--- config.mk ---
export PLATFORM = sky130hd
export DESIGN_NAME = irq_controller_flat
export DESIGN_NICKNAME = d
export VERILOG_FILES = /design/src/rtl/irq_controller_if.sv /design/src/rtl/irq_controller.sv /design/src/flat_wrapper.sv
export SDC_FILE = /design/constraint.sdc
export NUM_CORES = 1
export LEC_CHECK = 0
export BUFFER_PORTS_ARGS = -buffer_cell sky130_fd_sc_hd__buf_2
export CORE_MARGIN = 4
export CORE_UTILIZATION = 56
export DETAILED_ROUTE_END_ITERATION = 12
export PLACE_DENSITY = 0.79
export SLEW_MARGIN = 0
export SYNTH_ARGS = -nofsm -noshare
export SYNTH_HDL_FRONTEND = slang
export SYNTH_SLANG_ARGS = --single-unit
--- constraint.sdc ---
create_clock -name clock -period 2.33 [get_ports clock]
set_clock_uncertainty 0.05 [all_clocks]
set_input_delay 0.3495 -clock clock [delete_from_list [all_inputs] [get_ports clock]]
set_output_delay 0.3495 -clock clock [all_outputs]
set_load 0.05 [all_outputs]
--- src/rtl/irq_controller_if.sv ---
// Interrupt controller <-> CPU/peripheral bundle.
//   master : drives requests, CPU handshake (cpu_busy, int_ack, eoi) and mask writes
//   slave  : the controller; drives int_req, int_vector, int_id, in_service, nmi_active, mask
interface irq_controller_if #(
  parameter int unsigned NUM_IRQ = 8,
  parameter int unsigned ID_W    = 3
);
  logic [NUM_IRQ-1:0] irq;
  logic               nmi;
  logic               cpu_busy;
  logic               int_ack;
  logic               eoi;
  logic               mask_we;
  logic [NUM_IRQ-1:0] mask_wdata;
  logic               int_req;
  logic [31:0]        int_vector;
  logic [ID_W-1:0]    int_id;
  logic               in_service;
  logic               nmi_active;
  logic [NUM_IRQ-1:0] mask;

  modport master (
    output irq, nmi, cpu_busy, int_ack, eoi, mask_we, mask_wdata,
    input  int_req, int_vector, int_id, in_service, nmi_active, mask
  );

  modport slave (
    input  irq, nmi, cpu_busy, int_ack, eoi, mask_we, mask_wdata,
    output int_req, int_vector, int_id, in_service, nmi_active, mask
  );
endinterface

--- src/rtl/irq_controller.sv ---
// Prioritised, maskable interrupt controller with one NMI, fronting the multi-cycle MIPS core.
// Presents one request at a time (int_req + int_vector + int_id), handshakes through
// cpu_busy / int_ack / eoi, and allows one level of NMI preemption over a maskable handler.
//
// Ports:
//   clock  - system clock, all state on its rising edge
//   reset  - synchronous, active-high
//   bus    - irq_controller_if.slave: irq, nmi, cpu_busy, int_ack, eoi, mask_we, mask_wdata in;
//            int_req, int_vector, int_id, in_service, nmi_active, mask out
//
// Build option: define IRQ_LEVEL_EN for level-sensitive irq lines (no pend latch; a request
// withdrawn before ack abandons the presentation). NMI is always edge-sensitive.
module irq_controller #(
  parameter int unsigned NUM_IRQ    = 8,
  parameter int unsigned ID_W       = 3,
  parameter logic [31:0] VEC_BASE   = 32'h0000_0100,
  parameter int unsigned VEC_STRIDE = 8,
  parameter logic [31:0] NMI_VECTOR = 32'h0000_0080
) (
  input logic            clock,
  input logic            reset,
  irq_controller_if.slave bus
);

  typedef enum logic [2:0] {StIdle, StReq, StServ, StNreq, StNserv} state_e;

  state_e             state_q, state_d;
  logic [NUM_IRQ-1:0] mask_q;
  logic [NUM_IRQ-1:0] eligible;
  logic               nmi_prev_q, nmi_pend_q, nmi_pend_d;
  logic               int_req_q, int_req_d;
  logic [31:0]        int_vector_q, int_vector_d;
  logic [ID_W-1:0]    int_id_q, int_id_d;
  logic               in_service_q, in_service_d;
  logic               nmi_active_q, nmi_active_d;
  logic [ID_W-1:0]    saved_id_q, saved_id_d;
  logic [31:0]        saved_vec_q, saved_vec_d;
  logic               win_any;
  logic [ID_W-1:0]    win_id;
  logic [31:0]        win_vec;

`ifdef IRQ_LEVEL_EN
  // Level mode: the live line is the request; cur_eligible tracks the presented channel.
  logic cur_eligible;

  assign eligible = bus.irq & ~mask_q;

  always_comb begin
    cur_eligible = 1'b0;
    for (int i = 0; i < NUM_IRQ; i++) begin
      if (int_id_q == ID_W'(i)) cur_eligible = eligible[i];
    end
  end
`else
  logic [NUM_IRQ-1:0] pend_q, pend_d, irq_prev_q, pend_clr;

  // A new edge on the channel being acked wins over the clear: it is a fresh request.
  always_comb begin
    pend_clr = '0;
    for (int i = 0; i < NUM_IRQ; i++) begin
      pend_clr[i] = (state_q == StReq) && bus.int_ack && (int_id_q == ID_W'(i));
    end
    pend_d = (pend_q & ~pend_clr) | (bus.irq & ~irq_prev_q);
  end

  always_ff @(posedge clock) begin
    if (reset) begin
      pend_q     <= '0;
      irq_prev_q <= '0;
    end else begin
      pend_q     <= pend_d;
      irq_prev_q <= bus.irq;
    end
  end

  assign eligible = pend_q & ~mask_q;
`endif

  // Lowest index wins: scan downwards so the last hit is the smallest index.
  always_comb begin
    win_any = 1'b0;
    win_id  = '0;
    for (int i = NUM_IRQ - 1; i >= 0; i--) begin
      if (eligible[i]) begin
        win_any = 1'b1;
        win_id  = ID_W'(i);
      end
    end
  end

  assign win_vec = VEC_BASE + (32'(win_id) * VEC_STRIDE);

  assign nmi_pend_d = (nmi_pend_q & ~((state_q == StNreq) && bus.int_ack))
                    | (bus.nmi & ~nmi_prev_q);

  always_comb begin
    state_d      = state_q;
    int_req_d    = int_req_q;
    int_vector_d = int_vector_q;
    int_id_d     = int_id_q;
    in_service_d = in_service_q;
    nmi_active_d = nmi_active_q;
    saved_id_d   = saved_id_q;
    saved_vec_d  = saved_vec_q;
    unique case (state_q)
      StIdle: begin
        if (nmi_pend_q && !bus.cpu_busy) begin
          state_d      = StNreq;
          int_req_d    = 1'b1;
          int_vector_d = NMI_VECTOR;
          int_id_d     = '0;
        end else if (win_any && !bus.cpu_busy) begin
          state_d      = StReq;
          int_req_d    = 1'b1;
          int_vector_d = win_vec;
          int_id_d     = win_id;
        end
      end
      StReq: begin
        // Ack has priority over a concurrent NMI; the NMI then preempts from StServ.
        if (bus.int_ack) begin
          state_d      = StServ;
          int_req_d    = 1'b0;
          in_service_d = 1'b1;
        end else if (nmi_pend_q) begin
          state_d      = StNreq;
          int_vector_d = NMI_VECTOR;
          int_id_d     = '0;
        end
`ifdef IRQ_LEVEL_EN
        else if (!cur_eligible) begin
          state_d      = StIdle;
          int_req_d    = 1'b0;
          int_vector_d = '0;
          int_id_d     = '0;
        end
`endif
      end
      StServ: begin
        if (bus.eoi) begin
          state_d      = StIdle;
          in_service_d = 1'b0;
          int_vector_d = '0;
          int_id_d     = '0;
        end else if (nmi_pend_q && !bus.cpu_busy) begin
          state_d      = StNreq;
          int_req_d    = 1'b1;
          saved_id_d   = int_id_q;
          saved_vec_d  = int_vector_q;
          int_vector_d = NMI_VECTOR;
          int_id_d     = '0;
        end
      end
      StNreq: begin
        if (bus.int_ack) begin
          state_d      = StNserv;
          int_req_d    = 1'b0;
          nmi_active_d = 1'b1;
        end
      end
      StNserv: begin
        // in_service still set means the NMI preempted a maskable handler.
        if (bus.eoi) begin
          nmi_active_d = 1'b0;
          if (in_service_q) begin
            state_d      = StServ;
            int_vector_d = saved_vec_q;
            int_id_d     = saved_id_q;
          end else begin
            state_d      = StIdle;
            int_vector_d = '0;
            int_id_d     = '0;
          end
        end
      end
      default: state_d = StIdle;
    endcase
  end

  always_ff @(posedge clock) begin
    if (reset) begin
      state_q      <= StIdle;
      mask_q       <= '1;
      nmi_prev_q   <= 1'b0;
      nmi_pend_q   <= 1'b0;
      int_req_q    <= 1'b0;
      int_vector_q <= '0;
      int_id_q     <= '0;
      in_service_q <= 1'b0;
      nmi_active_q <= 1'b0;
      saved_id_q   <= '0;
      saved_vec_q  <= '0;
    end else begin
      state_q      <= state_d;
      if (bus.mask_we) mask_q <= bus.mask_wdata;
      nmi_prev_q   <= bus.nmi;
      nmi_pend_q   <= nmi_pend_d;
      int_req_q    <= int_req_d;
      int_vector_q <= int_vector_d;
      int_id_q     <= int_id_d;
      in_service_q <= in_service_d;
      nmi_active_q <= nmi_active_d;
      saved_id_q   <= saved_id_d;
      saved_vec_q  <= saved_vec_d;
    end
  end

  assign bus.int_req    = int_req_q;
  assign bus.int_vector = int_vector_q;
  assign bus.int_id     = int_id_q;
  assign bus.in_service = in_service_q;
  assign bus.nmi_active = nmi_active_q;
  assign bus.mask       = mask_q;

endmodule

--- src/flat_wrapper.sv ---
// flat-port wrapper written by rule: the top's interface ports become plain ports
module irq_controller_flat 
#(
  parameter int unsigned NUM_IRQ    = 8,
  parameter int unsigned ID_W       = 3,
  parameter logic [31:0] VEC_BASE   = 32'h0000_0100,
  parameter int unsigned VEC_STRIDE = 8,
  parameter logic [31:0] NMI_VECTOR = 32'h0000_0080
)
  (clock, reset, bus_irq, bus_nmi, bus_cpu_busy, bus_int_ack, bus_eoi, bus_mask_we, bus_mask_wdata, bus_int_req, bus_int_vector, bus_int_id, bus_in_service, bus_nmi_active, bus_mask);
  irq_controller_if #(.NUM_IRQ(NUM_IRQ), .ID_W(ID_W)) bus_i ();
  input logic clock;
  input logic reset;
  input wire logic [$bits(bus_i.irq)-1:0] bus_irq;
  input wire logic [$bits(bus_i.nmi)-1:0] bus_nmi;
  input wire logic [$bits(bus_i.cpu_busy)-1:0] bus_cpu_busy;
  input wire logic [$bits(bus_i.int_ack)-1:0] bus_int_ack;
  input wire logic [$bits(bus_i.eoi)-1:0] bus_eoi;
  input wire logic [$bits(bus_i.mask_we)-1:0] bus_mask_we;
  input wire logic [$bits(bus_i.mask_wdata)-1:0] bus_mask_wdata;
  output wire logic [$bits(bus_i.int_req)-1:0] bus_int_req;
  output wire logic [$bits(bus_i.int_vector)-1:0] bus_int_vector;
  output wire logic [$bits(bus_i.int_id)-1:0] bus_int_id;
  output wire logic [$bits(bus_i.in_service)-1:0] bus_in_service;
  output wire logic [$bits(bus_i.nmi_active)-1:0] bus_nmi_active;
  output wire logic [$bits(bus_i.mask)-1:0] bus_mask;
  assign bus_i.irq = bus_irq;
  assign bus_i.nmi = bus_nmi;
  assign bus_i.cpu_busy = bus_cpu_busy;
  assign bus_i.int_ack = bus_int_ack;
  assign bus_i.eoi = bus_eoi;
  assign bus_i.mask_we = bus_mask_we;
  assign bus_i.mask_wdata = bus_mask_wdata;
  assign bus_int_req = bus_i.int_req;
  assign bus_int_vector = bus_i.int_vector;
  assign bus_int_id = bus_i.int_id;
  assign bus_in_service = bus_i.in_service;
  assign bus_nmi_active = bus_i.nmi_active;
  assign bus_mask = bus_i.mask;
  irq_controller #(.NUM_IRQ(NUM_IRQ), .ID_W(ID_W), .VEC_BASE(VEC_BASE), .VEC_STRIDE(VEC_STRIDE), .NMI_VECTOR(NMI_VECTOR)) u_core (.clock(clock), .reset(reset), .bus(bus_i));
endmodule
==> impl_results.md, run 1 <==
* Status: complete, no violations
* Placer congestion estimate at 0.8888
* Largest net degree at the start of global routing at 52
* Total CTS buffers at 9
* CP Launch Point: u_core.pend_q[4]
* Worst Setup End Kind: flop
* CTS sink cnt at 102
* Final WS setup at 0.2273 ns
* Cell variety after synth at 49
* CP startpoint kind: flop
* Post-CTS Setup Inserts at 0
* Synth Area in XOR/XNOR at 0%
* R2R depth at 5
* Post-place instance area at 0.004604 mm2
* Worst-skew pair later-pin latency at 0.38 ns
* Synth area leader: dfxtp_1
* Clock-pin slew on the worst setup and hold paths at 0.10 ns
* PD cells at 930.7 mW/mm2
* # diodes at 0
* Vias per Instance at 5.808
* Routed wl met2 at 4.854 mm
* Root buffer cell: clkbuf_8
* Die area at 0.009004 mm2
* H-tree levels at 3
* Final period util at 90.24%
* Rel. slew slack at 63.33%
* Final instance area at 0.004801 mm2
* DR DRC count at 0
* Buffers added on ports at 68
* Slew @ Worst Pin at 0.5486 ns
* Initial antenna violation count at 0
* Net Sw Frac at 39.77%
* WL met3 at 645 um
* Row count at 31
* Setup TNS Final at 0 ns
* Area share of and/or/nand/nor cells after synthesis at 23.56%
* Initial Util at 57.98%
* Leak at 1.746 nW
* Switching Power at 0.001777 W
* Synth Area in Compound Gates at 22.64%
* Finished Core Util at 65.84%
* R2R Path End: u_core.bus.int_id[0]
* Synth Area per Inst at 8.507 um2
* Synth Warn # at 0
* Hpwl dp at 6.518 mm
* CTS tree: built
* Max layer used: met4
* End of the critical path: u_core.bus.int_id[0]
* Share of the synthesized area in the top cell type at 48.30%
* Die height at 94.89 um
* Yosys reg bits at 102
* Clock Power Share at 24.7%
* Vias after detailed routing at 3,787
* Finish-stage setup viols at 0
* RSZ-0062 raised after global routing: no
* Total GRT Usage at 22.73%
* M1 WL at 4.358 mm
* MaxCap Viol Count at 0
* Core Area at 0.007292 mm2
* Cell area after technology mapping at 0.004228 mm2
* Worst Path Required at 2.54 ns
* Power, Total at 0.004468 W
* Final min period at 2.103 ns
* Die Wd at 94.89 um
* Fmax at 0.4756 GHz
* Reg-to-reg critical path startpoint: u_core.pend_q[4]
* Post-synthesis mux area share at 0.2664%
* WL/cell at 15.40 um
* Cts hold-fix bufs at 0
* Antenna Nets Post-Route at 0
* Global-route wire length before repair at 16.42 mm
* Hold Violations, Final at 0
* Post-Syn Instances at 497
* Final wirelength at 10.04 mm
* Crit path kind: flop to flop
* Largest family of logic cells by synthesized area: simple AND/OR/NAND/NOR gates
* Number of gates resized after CTS at 0
* Flop pwr share at 44.2%
* Iteration-0 DRC Markers at 297
* Io pins at 69
* Clock Path Buffers at 2
* Comb pwr share at 31.1%
* Net Count, Synth at 520
* Min-delay worst type: input pin to flop
* Dpl ws at 0.3114 ns
* Synth area leaders: dfxtp_1, a21oi_1, nand2_1
* Layout area overhead at 13.55%
* Layout cells sized above 1 at 20.80%
* Nets at 571
* Maximum vdd drop at 0.5534 mV
* Adder-cell share of the synthesized area at 0%
* Worst EP arrival at 2.31 ns
* Pins Over Slew Limit at 0
* Internal power at 0.002691 W
* GRT Residual Overflow at 0
* First-pass iteration count of the detailed router at 5
* Sequential share of the synthesized area at 48.30%
* R2r setup slk at 0.23 ns
* Vias in the first global route at 3,628
* Crit path max fanout at 31
power groups by stage:
stage | registers [W] | logic [W] | clock network (W)
floorplan | 0.00221 | 0.000847 | 0
global placement | 0.00200 | 0.00136 | 0
detailed placement | 0.00201 | 0.00137 | 0
CTS | 0.00197 | 0.00138 | 0.00111
global route | 0.00199 | 0.00149 | 0.00118
finish | 0.00198 | 0.00139 | 0.00110
stage by stage:
| stage | hold WS, ns | instances |
|---|---|---|
| 2_1_floorplan | 0.3842 | 497 |
| 3_3_place_gp | 0.3893 | 636 |
| 3_5_place_dp | 0.3969 | 636 |
| 4_1_cts | 0.1238 | 652 |
| 5_1_grt | 0.1292 | 652 |
| 6_report | 0.1280 | 652 |
routing by layer:
| metal | GRT usage, % | vias to the layer above |
|---|---|---|
| li1 | - | 1850 |
| met1 | 28.00 | 1783 |
| met4 | 9.736 | 0 |
| met3 | 5.339 | 18 |
| met5 | 0 | - |
| met2 | 37.93 | 136 |
worst min-delay path by stage:
stage / from / endpoint / slack, ns / cells after the start
after global routing: bus_mask_wdata[4] / u_core.bus.mask[4] / 0.13 / 2
after global placement: u_core.saved_vec_q[8] / u_core.saved_vec_q[8] / 0.39 / 2
after floorplan: u_core.saved_vec_q[8] / u_core.saved_vec_q[8] / 0.38 / 2
after CTS: bus_mask_wdata[4] / u_core.bus.mask[4] / 0.12 / 2
final: bus_mask_wdata[4] / u_core.bus.mask[4] / 0.13 / 2
after detailed placement: u_core.saved_id_q[0] / u_core.saved_id_q[0] / 0.40 / 2
layout by cell type (no fill, tap or decap), drive strengths merged, types with 9 or more instances in the layout:
master and n:
a21oi 93, nor2 11, nor2b 27, a211o 9, nand2 83, dfxtp 102
nand4 28, nand2b 15, clkbuf 9, buf 81, o21ai 40
worst max-delay path: stages, from the launching register on:
cell	delay, ns
dfxtp_1	0.32
nor2b_1	0.16
nor4b_2	0.55
and3_4	0.51
nor2_4	0.11
a311oi_1	0.29
layout make-up:
class / count / area, um2
clock buffer: 9 / 123.9
inverter: 3 / 11.26
fill: 665 / 2491
timing repair buffer: 81 / 462.9
multi-input combinational: 351 / 1964
clock inverter: 7 / 72.57
sequential: 102 / 2042
tap: 99 / 123.9
registers in the layout, indices dropped and copies added, names as in the netlist:
signal,count
u_core.bus.int_req,1
u_core.bus.mask,8
u_core.saved_vec_q,32
u_core.irq_prev_q,8
u_core.state_q,3
u_core.bus.in_service,1
u_core.bus.int_vector,32
u_core.bus.int_id,3
u_core.saved_id_q,3
u_core.bus.nmi_active,1
u_core.pend_q,8
u_core.nmi_pend_q,1
u_core.nmi_prev_q,1
logic make-up (layout without fill, tap and decap cells):
| family | after synthesis | after routing |
|---|---|---|
| compound gates | 165 | 165 |
| buf+inv | 44 | 100 |
| flops | 102 | 102 |
| simple gates | 185 | 185 |
| mux | 1 | 1 |
cell usage after synthesis (all sizes together):
| library cell | number |
|---|---|
| a31o | 1 |
| o221ai | 1 |
| o22a | 1 |
| a2111oi | 1 |
| o31a | 1 |
| o21ai | 40 |
| and2b | 2 |
| a21oi | 93 |
| a311oi | 4 |
| dfxtp | 102 |
| a211oi | 7 |
| or4 | 2 |
| mux2 | 1 |
| o21a | 1 |
| nand4b | 1 |
| and3 | 2 |
| nand3 | 3 |
| buf | 22 |
| nor4 | 2 |
| inv | 3 |
| nor3 | 5 |
| nand2 | 83 |
| o221a | 1 |
| nor2 | 11 |
| clkbuf | 19 |
| o311ai | 1 |
| nor4b | 2 |
| nor2b | 27 |
| a21o | 1 |
| a31oi | 1 |
| nand4 | 28 |
| nand2b | 15 |
| o31ai | 2 |
| or2 | 1 |
| or3 | 1 |
| a211o | 9 |
Power figures use the tool's default switching activity.
==> run 2: changes to the inputs <==
--- a/config.mk
+++ b/config.mk
@@ -6,6 +6,7 @@
 export NUM_CORES = 1
 export LEC_CHECK = 0
 export BUFFER_PORTS_ARGS = -buffer_cell sky130_fd_sc_hd__buf_2
+export CORE_ASPECT_RATIO = 1.4
 export CORE_MARGIN = 4
 export CORE_UTILIZATION = 56
 export DETAILED_ROUTE_END_ITERATION = 12
==> impl_results.md, run 2 (synthesis gave the netlist of run 1 again) <==
* Vias in the first global route at 3,663
* Final period util at 92.08%
* Most common cell after layout, fill and taps aside: dfxtp_1
* Min-delay worst type: input pin to flop
* Final min period at 2.146 ns
* First-pass iteration count of the detailed router at 5
* Fmax at 0.4661 GHz
* Status: complete, no violations
* CTS sink cnt at 102
* Worst Path Required at 2.53 ns
* Setup TNS Final at 0 ns
* RSZ-0062 raised after global routing: no
* Final wirelength at 10.21 mm
* Post-CTS Setup Inserts at 0
* Die area at 0.009024 mm2
* Number of gates resized after CTS at 0
* Vias after detailed routing at 3,769
* CTS tree: built
* CP Launch Point: u_core.state_q[1]
* Die Wd at 81.44 um
* PD cells at 938.5 mW/mm2
* Vias per Instance at 5.781
* Cts hold-fix bufs at 0
* Crit path max fanout at 20
* Worst EP arrival at 2.34 ns
* Global-route wire length before repair at 16.95 mm
* # diodes at 0
* H-tree levels at 3
* Post-place instance area at 0.004617 mm2
* Root buffer cell: clkbuf_8
* GRT Residual Overflow at 0
* MaxCap Viol Count at 0
* Pins Over Slew Limit at 0
* Slew @ Worst Pin at 0.6073 ns
* Die height at 110.8 um
* Layout area overhead at 14.35%
* Rel. slew slack at 59.47%
* Most frequent cells in the layout: dfxtp_1, a21oi_1, nand2_1
* CP startpoint kind: flop
* Hold Violations, Final at 0
* Layout cells sized above 1 at 21.08%
* Iteration-0 DRC Markers at 382
* Clock Path Buffers at 2
* Crit path kind: flop to flop
* Worst Setup End Kind: flop
* Reg-to-reg critical path startpoint: u_core.state_q[1]
* Initial Util at 57.44%
* Maximum vdd drop at 0.5865 mV
* Worst-skew pair later-pin latency at 0.37 ns
* Core Area at 0.007361 mm2
* Leak at 1.773 nW
* Clock-pin slew on the worst setup and hold paths at 0.09 ns
* Placer congestion estimate at 0.8871
* WL/cell at 15.66 um
* Hpwl dp at 6.826 mm
* Total GRT Usage at 23.42%
* Largest net degree at the start of global routing at 73
* Final instance area at 0.004835 mm2
* Finish-stage setup viols at 0
* Nets at 573
* Row count at 37
* Initial antenna violation count at 0
* Buffers added on ports at 68
* Antenna Nets Post-Route at 0
* HP Start: bus_mask_wdata[0]
* Total CTS buffers at 9
* DR DRC count at 0
* Io pins at 69
* Power, Total at 0.004537 W
==> run 2: cell count changes in the layout (fill, tap and decap cells not counted), sizes merged <==
cell	previous run	this run
inv	6	4
clkbuf	9	12
clkinv	3	2
buf	81	83
bufinv	0	1
clkinvlp	1	0
==> run 2: routing by layer <==
metal	vias to the layer above	routed length (um)	global-route usage, %
met2	86	5331	39.93
li1	1857	-	-
met4	0	137	9.470
met5	-	0	0
met3	13	496	5.203
met1	1813	4243	27.64
==> run 2: worst paths after layout <==
check,endpoint,slack (ns),cells past startpoint
worst max-delay path,u_core.bus.int_vector[18],0.18,6
worst min-delay path,u_core.bus.mask[0],0.13,2
worst max register to register,u_core.bus.int_vector[18],0.18,6
worst min register to register,u_core.saved_vec_q[4],0.41,2
==> run 2: final cells by class <==
| cell class | count | area [um2] |
|---|---|---|
| clock buffers | 12 | 165.2 |
| clock inverters | 4 | 52.55 |
| fillers | 627 | 2526 |
| inverters | 3 | 11.26 |
| multi-input cells | 351 | 1964 |
| flip-flops and latches | 102 | 2042 |
| well taps | 97 | 121.4 |
| repair buffers | 83 | 478.0 |
==> run 2: power by group <==
group,internal (W),total [W],switching [W],leakage [nW]
logic,0.000416,0.00138,0.000964,0.829
clock network,0.000589,0.00119,0.000597,0.113
registers,0.00185,0.00197,0.000122,0.831
total,0.00285,0.00454,0.00168,1.77
==> run 2: critical path: stages, from the launching register on <==
cell	delay, ns
dfxtp_1	0.45
or2_1	0.40
nor3_4	0.21
nand3_2	0.39
buf_4	0.34
nand4_1	0.10
a21oi_1	0.07
==> run 2: per-stage QoR <==
step	setup WS (ns)	std cells	util (%)	hold WS, ns
3_3_place_gp	0.2732	636	62.72	0.3917
4_1_cts	0.1874	652	65.68	0.1177
5_1_grt	0.04453	652	65.68	0.1307
3_5_place_dp	0.2051	636	62.72	0.3986
2_1_floorplan	0.2479	497	-	0.3842
6_report	0.1845	652	65.68	0.1312
